==> src/rtl/core_mem_arbiter.sv <==
// core_mem_arbiter: shares one memory bus port between instruction fetch and the data side.
// Define CORE_MEM_ARB_RR_EN for round-robin on contention; otherwise data has fixed priority.
module core_mem_arbiter #(
  parameter int ADDR_W = 30
) (
  input  logic              clk,
  input  logic              rst,
  input  logic              insn_start,
  input  logic [ADDR_W-1:0] insn_addr,
  output logic              insn_ready,
  output logic [31:0]       insn_data,
  input  logic              data_start,
  input  logic              data_write,
  input  logic [ADDR_W-1:0] data_addr,
  input  logic [31:0]       data_wr,
  input  logic [3:0]        data_be,
  output logic              data_ready,
  output logic [31:0]       data_rd,
  output logic              bus_start,
  output logic              bus_write,
  output logic [ADDR_W-1:0] bus_addr,
  output logic [31:0]       bus_data_wr,
  output logic [3:0]        bus_be,
  input  logic              bus_ready,
  input  logic [31:0]       bus_data_rd
);
  typedef enum logic [1:0] {IDLE, ISSUE, BUSY} state_t;
  state_t state;
  logic insn_pend, data_pend, owner_data, last_data, done;
  logic [ADDR_W-1:0] insn_a, data_a;
  logic data_w;
  logic [31:0] data_wd;
  logic [3:0] data_b;
  logic insn_take, data_take, pick_data, complete, fin;
  // A requester may re-request in the same cycle its ready pulse is out.
  assign insn_take = insn_start && (!insn_pend || insn_ready);
  assign data_take = data_start && (!data_pend || data_ready);
`ifdef CORE_MEM_ARB_RR_EN
  assign pick_data = data_pend && (!insn_pend || !last_data);
`else
  assign pick_data = data_pend;
`endif
  assign complete = (state == ISSUE || state == BUSY) && !done && bus_ready;
  assign fin = state == BUSY && done;
  always_ff @(posedge clk) begin
    if (rst) begin
      state       <= IDLE;
      insn_pend   <= 1'b0;
      data_pend   <= 1'b0;
      owner_data  <= 1'b0;
      last_data   <= 1'b1;
      done        <= 1'b0;
      insn_a      <= '0;
      data_a      <= '0;
      data_w      <= 1'b0;
      data_wd     <= '0;
      data_b      <= '0;
      insn_ready  <= 1'b0;
      insn_data   <= '0;
      data_ready  <= 1'b0;
      data_rd     <= '0;
      bus_start   <= 1'b0;
      bus_write   <= 1'b0;
      bus_addr    <= '0;
      bus_data_wr <= '0;
      bus_be      <= '0;
    end else begin
      insn_ready <= 1'b0;
      data_ready <= 1'b0;
      bus_start  <= 1'b0;
      insn_pend  <= insn_take || (insn_pend && !(fin && !owner_data));
      data_pend  <= data_take || (data_pend && !(fin && owner_data));
      if (insn_take) insn_a <= insn_addr;
      if (data_take) begin
        data_a  <= data_addr;
        data_w  <= data_write;
        data_wd <= data_wr;
        data_b  <= data_be;
      end
      // Completion is registered; the ready pulse goes out the following cycle.
      if (complete) begin
        done       <= 1'b1;
        insn_ready <= !owner_data;
        data_ready <= owner_data;
        if (owner_data) data_rd <= bus_write ? 32'h0 : bus_data_rd;
        else insn_data <= bus_data_rd;
      end
      case (state)
        IDLE: if (insn_pend || data_pend) begin
          owner_data  <= pick_data;
          last_data   <= pick_data;
          bus_write   <= pick_data && data_w;
          bus_addr    <= pick_data ? data_a : insn_a;
          bus_data_wr <= (pick_data && data_w) ? data_wd : 32'h0;
          bus_be      <= (pick_data && data_w) ? data_b : 4'hf;
          bus_start   <= 1'b1;
          state       <= ISSUE;
        end
        ISSUE: state <= BUSY;
        BUSY: if (done) begin
          state <= IDLE;
          done  <= 1'b0;
        end
        default: state <= IDLE;
      endcase
    end
  end
  a_insn_proto: assert property (@(posedge clk) disable iff (rst) !(insn_start && insn_pend && !insn_ready));
  a_data_proto: assert property (@(posedge clk) disable iff (rst) !(data_start && data_pend && !data_ready));
endmodule
==> config.mk <==
export PLATFORM = sky130hd
export DESIGN_NAME = core_mem_arbiter
export DESIGN_NICKNAME = d
export VERILOG_FILES = /design/src/rtl/core_mem_arbiter.sv
export SDC_FILE = /design/constraint.sdc
export NUM_CORES = 1
export LEC_CHECK = 0
export CORE_MARGIN = 3
export CORE_UTILIZATION = 51
export DETAILED_ROUTE_END_ITERATION = 7
export PLACE_DENSITY = 0.85
export SLEW_MARGIN = 20
export SYNTH_ARGS = -nofsm -noshare
export SYNTH_HDL_FRONTEND = slang
export SYNTH_SLANG_ARGS = --single-unit
==> constraint.sdc <==
create_clock -name clk -period 4.8 [get_ports clk]
set_clock_uncertainty 0.2 [all_clocks]
set_input_delay 0.96 -clock clk [delete_from_list [all_inputs] [get_ports clk]]
set_output_delay 0.96 -clock clk [all_outputs]
set_load 0.1 [all_outputs]
; ---- Yosys cells after proc, flatten, opt, wreduce, memory -nomap -nowiden
; Cells that the tools add are included.
[totals]
output_inout_bits = 134
wordCells = 66
mem_bits_ro = 0
in_bits = 134
ff_bits = 237
n_memories = 0
latchBits = 0
ramBits = 0
[op_classes]
n_lt_le_gt_ge = 0
n_mul = 0
n_eq_ne = 4
div = 0
n_reduce_logical = 29
n_bitwise = 3
addsub = 0
n_shift = 0
n_mux = 11
[ops]
columns = cell, n
row1 = $mux 32, 2
row2 = $mux 30, 1
row3 = $logic_and 1x1->1, 10
row4 = $reduce_and 2->1, 4
row5 = $logic_not 1->1, 6
row6 = $logic_or 1x1->1, 6
row7 = $pmux 2 s3, 1
row8 = $mux 1, 4
row9 = $mux 2, 2
row10 = $mux 4, 1
row11 = $ne 2x2->1 const B, 2
row12 = $reduce_or 2->1, 2
row13 = $not 1->1, 3
row14 = $eq 2x1->1 const B, 1
row15 = $eq 2x2->1 const B, 1
row16 = $logic_not 2->1, 1

; ---- Logic depth before layout (Yosys ltp)
[depth]
depth_word = 7
mapped_depth = 8
ltp_nobuf = 5

; ---- Least setup slack after synthesis
; No wires, ideal clock.
[synth_timing]
path_type = flip-flop to output port
from = register bus_write
to = output port bus_write
t_required_ns = 3.640
slack_ns = 2.661
path_buffers = 0
path_stages_with_launch = 1
arrival_time_ns = 0.979
cell_sequence = dfxtp_1
[synth_lines]
columns = item, line_no
row1 = from (decl), 20  ; output logic bus_write,
row2 = from (signal assigned), 92  ; bus_write <= pick_data && data_w;
; No word-level cell between the ends.

; ---- Final worst setup path
[layout_timing]
from = register data_ready
to = output port data_ready
[layout_lines]
columns = item, line_no
row1 = from (decl), 17  ; output logic data_ready,
row2 = from (signal assigned), 84  ; data_ready <= owner_data;
; No word-level cell between the ends.

==> key figures <==
Status
  • Status: finished clean

Critical path
  • FF-to-FF End: bus_addr[23]$_SDFFE_PP0P_
  • Reg2reg path depth: 5
  • Buf/Inv on CP: 1
  • Crit-path max cell delay: 1.18 ns
  • Critical path type: register to output port
  • Crit path cell chain: clkdlybuf4s50_1
  • Worst r2r src: data_pend$_SDFF_PP0_
  • R2R setup slack: 2.10 ns
  • Delay-heaviest family, CP: buffers and inverters
  • Setup crit start kind: register
  • Worst-path fanout max: 2
  • Critical path endpoint category: output port
  • Worst path depth: 1
  • Slowest cell on the critical path: clkdlybuf4s50_1
  • CP required: 3.64 ns
  • WP data arrival: 2.06 ns

GRT
  • Pin count of the biggest net entering global routing: 125
  • Number of global-route vias before repair: 8,092
  • Initial antenna violation count: 1
  • First-pass GRT wire length: 41.2 mm
  • Overflow after GRT: 0
  • Total track usage: 24.6%

Synthesis
  • Post-synth net total: 1,170
  • Avg Synthesized Cell Area: 9.12 um^2
  • Register area share after synthesis: 50.4%
  • Mapped Area: 0.00941 mm^2
  • Synth area leaders: dfxtp_1, nand3b_1, a21oi_1, o21ai_0, a211oi_2
  • Synth top area share: 50.4%
  • Yosys top cell by area: dfxtp_1
  • Synth Flop Type: dfxtp_1
  • Synth Instances: 1,032
  • Yosys Warn Count: 0
  • Distinct cells, synth: 34
  • #FFs+latches synth: 237
  • Post-synth EDFFs: 0
  • Post-synth ARST share: 0%

Layout
  • Layout Cells excl Fill: 1,482
  • Share of cells above drive strength 1: 7.59%
  • Multi-input logic area: 0.00411 mm^2
  • Register area: 0.00475 mm^2
  • Fill cell count: 1,351
  • Nets: 1,372
  • Area Growth Syn to Fin: 36.0%
  • Most common cell after layout, fill and taps aside: clkdlybuf4s50_1
  • Most frequent cells in the layout: clkdlybuf4s50_1, dfxtp_1, a21oi_1, nand3b_1, nand2_1

Hold path
  • Worst Hold Depth: 2
  • Hold endpoint: data_rd[4]$_SDFFE_PP0P_
  • Hold path start: data_rd[4]$_SDFFE_PP0P_
  • Hold Path Class: register to register

Place
  • Routability cong.: 0.835
  • Port-buffer cells: 267
  • Placed Cells: 1,436
  • Post-DP HPWL: 16.2 mm

Drt
  • Pre-Repair DR Iteration Count: 5
  • Wire per inst: 17.4 um
  • DR vias/cell: 5.59
  • Post-DRT Antenna Nets: 0
  • Final wirelength: 25.8 mm
  • Initial DRC Count: 538
  • Drt drc: 0
  • DR vias: 8,282

Clock network
  • # resized after CTS: 0
  • Cts-stage hold buffer count: 0
  • Clock Tree Buf Depth: 3
  • Worst-path clk slew: 0.06 ns
  • CTS buffer count: 25
  • CTS tree: built
  • Post-CTS Setup Bufs: 0
  • Root buffer cell: clkbuf_16
  • # H-tree levels: 1
  • Clock sinks: 237
  • Clock Latency Late Sink: 0.50 ns

Die
  • Core box area: 0.0180 mm^2
  • Initial Util: 52.2%
  • Die footprint: 0.0201 mm^2
  • # rows: 49
  • I/O Pins: 268
  • Die X: 142 um
  • Die boundary height: 142 um

Pwr
  • Lkg Pwr: 4.36 nW
  • Max IR drop VDD: 0.436 mV
  • Power per cell area: 517 mW/mm^2

Timing
  • Post-layout minimum cycle time: 3.22 ns
  • Setup TNS: 0 ns
  • Final slew viol count: 0
  • Fin. Hold Viols: 0
  • Achievable Freq: 0.311 GHz
  • Final hold slack: 0.249 ns
  • RSZ-0062 raised after global routing: no
  • Final setup fails: 0
  • Worst-Margin Slew: 1.04 ns
  • Fin crit share: 67.0%
  • Slew HR: 30.3%

Run
  • Max Cap Viol: 0
-- routing by layer --
| metal | global-route usage, % | vias up | wire, um |
|---|---|---|---|
| met5 | 0 | - | 0 |
| met4 | 7.68 | 0 | 778 |
| met3 | 5.97 | 53 | 2020 |
| met2 | 42.0 | 270 | 12500 |
| met1 | 30.7 | 3939 | 10500 |
| li1 | - | 4020 | - |
-- worst max path at each step --
stage / start / slack, ns / to
after floorplan: bus_write$_SDFFE_PP0P_ / 2.66 / bus_write
after global placement: bus_ready / 1.71 / data_rd[0]$_SDFFE_PP0P_
after detailed placement: insn_start / 1.81 / insn_a[1]$_SDFFE_PP0P_
after CTS: data_ready$_SDFF_PP0_ / 1.55 / data_ready
after global routing: data_ready$_SDFF_PP0_ / 1.53 / data_ready
final: data_ready$_SDFF_PP0_ / 1.58 / data_ready
-- metrics by stage --
| step | power, mW | setup WS [ns] | util, % | instance area [um^2] |
|---|---|---|---|---|
| after floorplan | 4.11 | 2.66 | - | 9410 |
| after global placement | 4.59 | 1.71 | 66.2 | 11900 |
| after CTS | 6.67 | 1.55 | 71.0 | 12800 |
| after global routing | 6.88 | 1.53 | 71.0 | 12800 |
| after detailed placement | 4.63 | 1.81 | 66.2 | 11900 |
| final | 6.62 | 1.58 | 71.0 | 12800 |
-- area by class of cell --
cell class	instances	share of cell area (%)
flip-flops and latches	237	37.1
multi-input cells	686	32.1
repair buffers	280	21.7
clock buffers	31	5.22
well taps	229	2.24
clock inverters	14	1.57
inverters	4	0.117
diodes	1	0.0195
-- kinds of logic after synthesis --
group | after synthesis | share of synthesized area (%)
AOI/OAI and AO/OA | 332 | 21.1
and+or+nand+nor | 317 | 18.4
DFF | 237 | 50.4
buffers and inverters | 109 | 6.08
muxes | 33 | 3.52
adders and majority gates | 4 | 0.532
-- power breakdown --
| group | internal (mW) | switching [mW] | total [mW] |
|---|---|---|---|
| clock network | 1.26 | 0.769 | 2.03 |
| logic | 0.613 | 1.68 | 2.29 |
| registers | 2.18 | 0.117 | 2.30 |
-- sequential cells by signal (all words and copies together), names as in the netlist, 2 cells and up --
register and flops:
bus_addr 30, bus_be 4, bus_data_wr 32, data_a 30
data_b 4, data_rd 32, data_wd 32, insn_a 30
insn_data 32, state 2
-- Yosys cell counts (2+ instances only) --
master    instances
o21ai_0          88
inv_1             3
clkbuf_2          2
nor2b_1           2
o21ai_1          10
clkbuf_1         45
a21oi_1         164
nand3_1           2
nand2b_1          5
nand2_1          99
buf_6            10
mux2i_1          32
o22ai_1           4
nor2_1           74
nand3b_1        129
a22oi_1          33
a211oi_2         30
buf_1             6
dfxtp_1         237
buf_2            29
clkbuf_4          2
ha_1              4
buf_4            11
(Power assumes the default switching activity.)
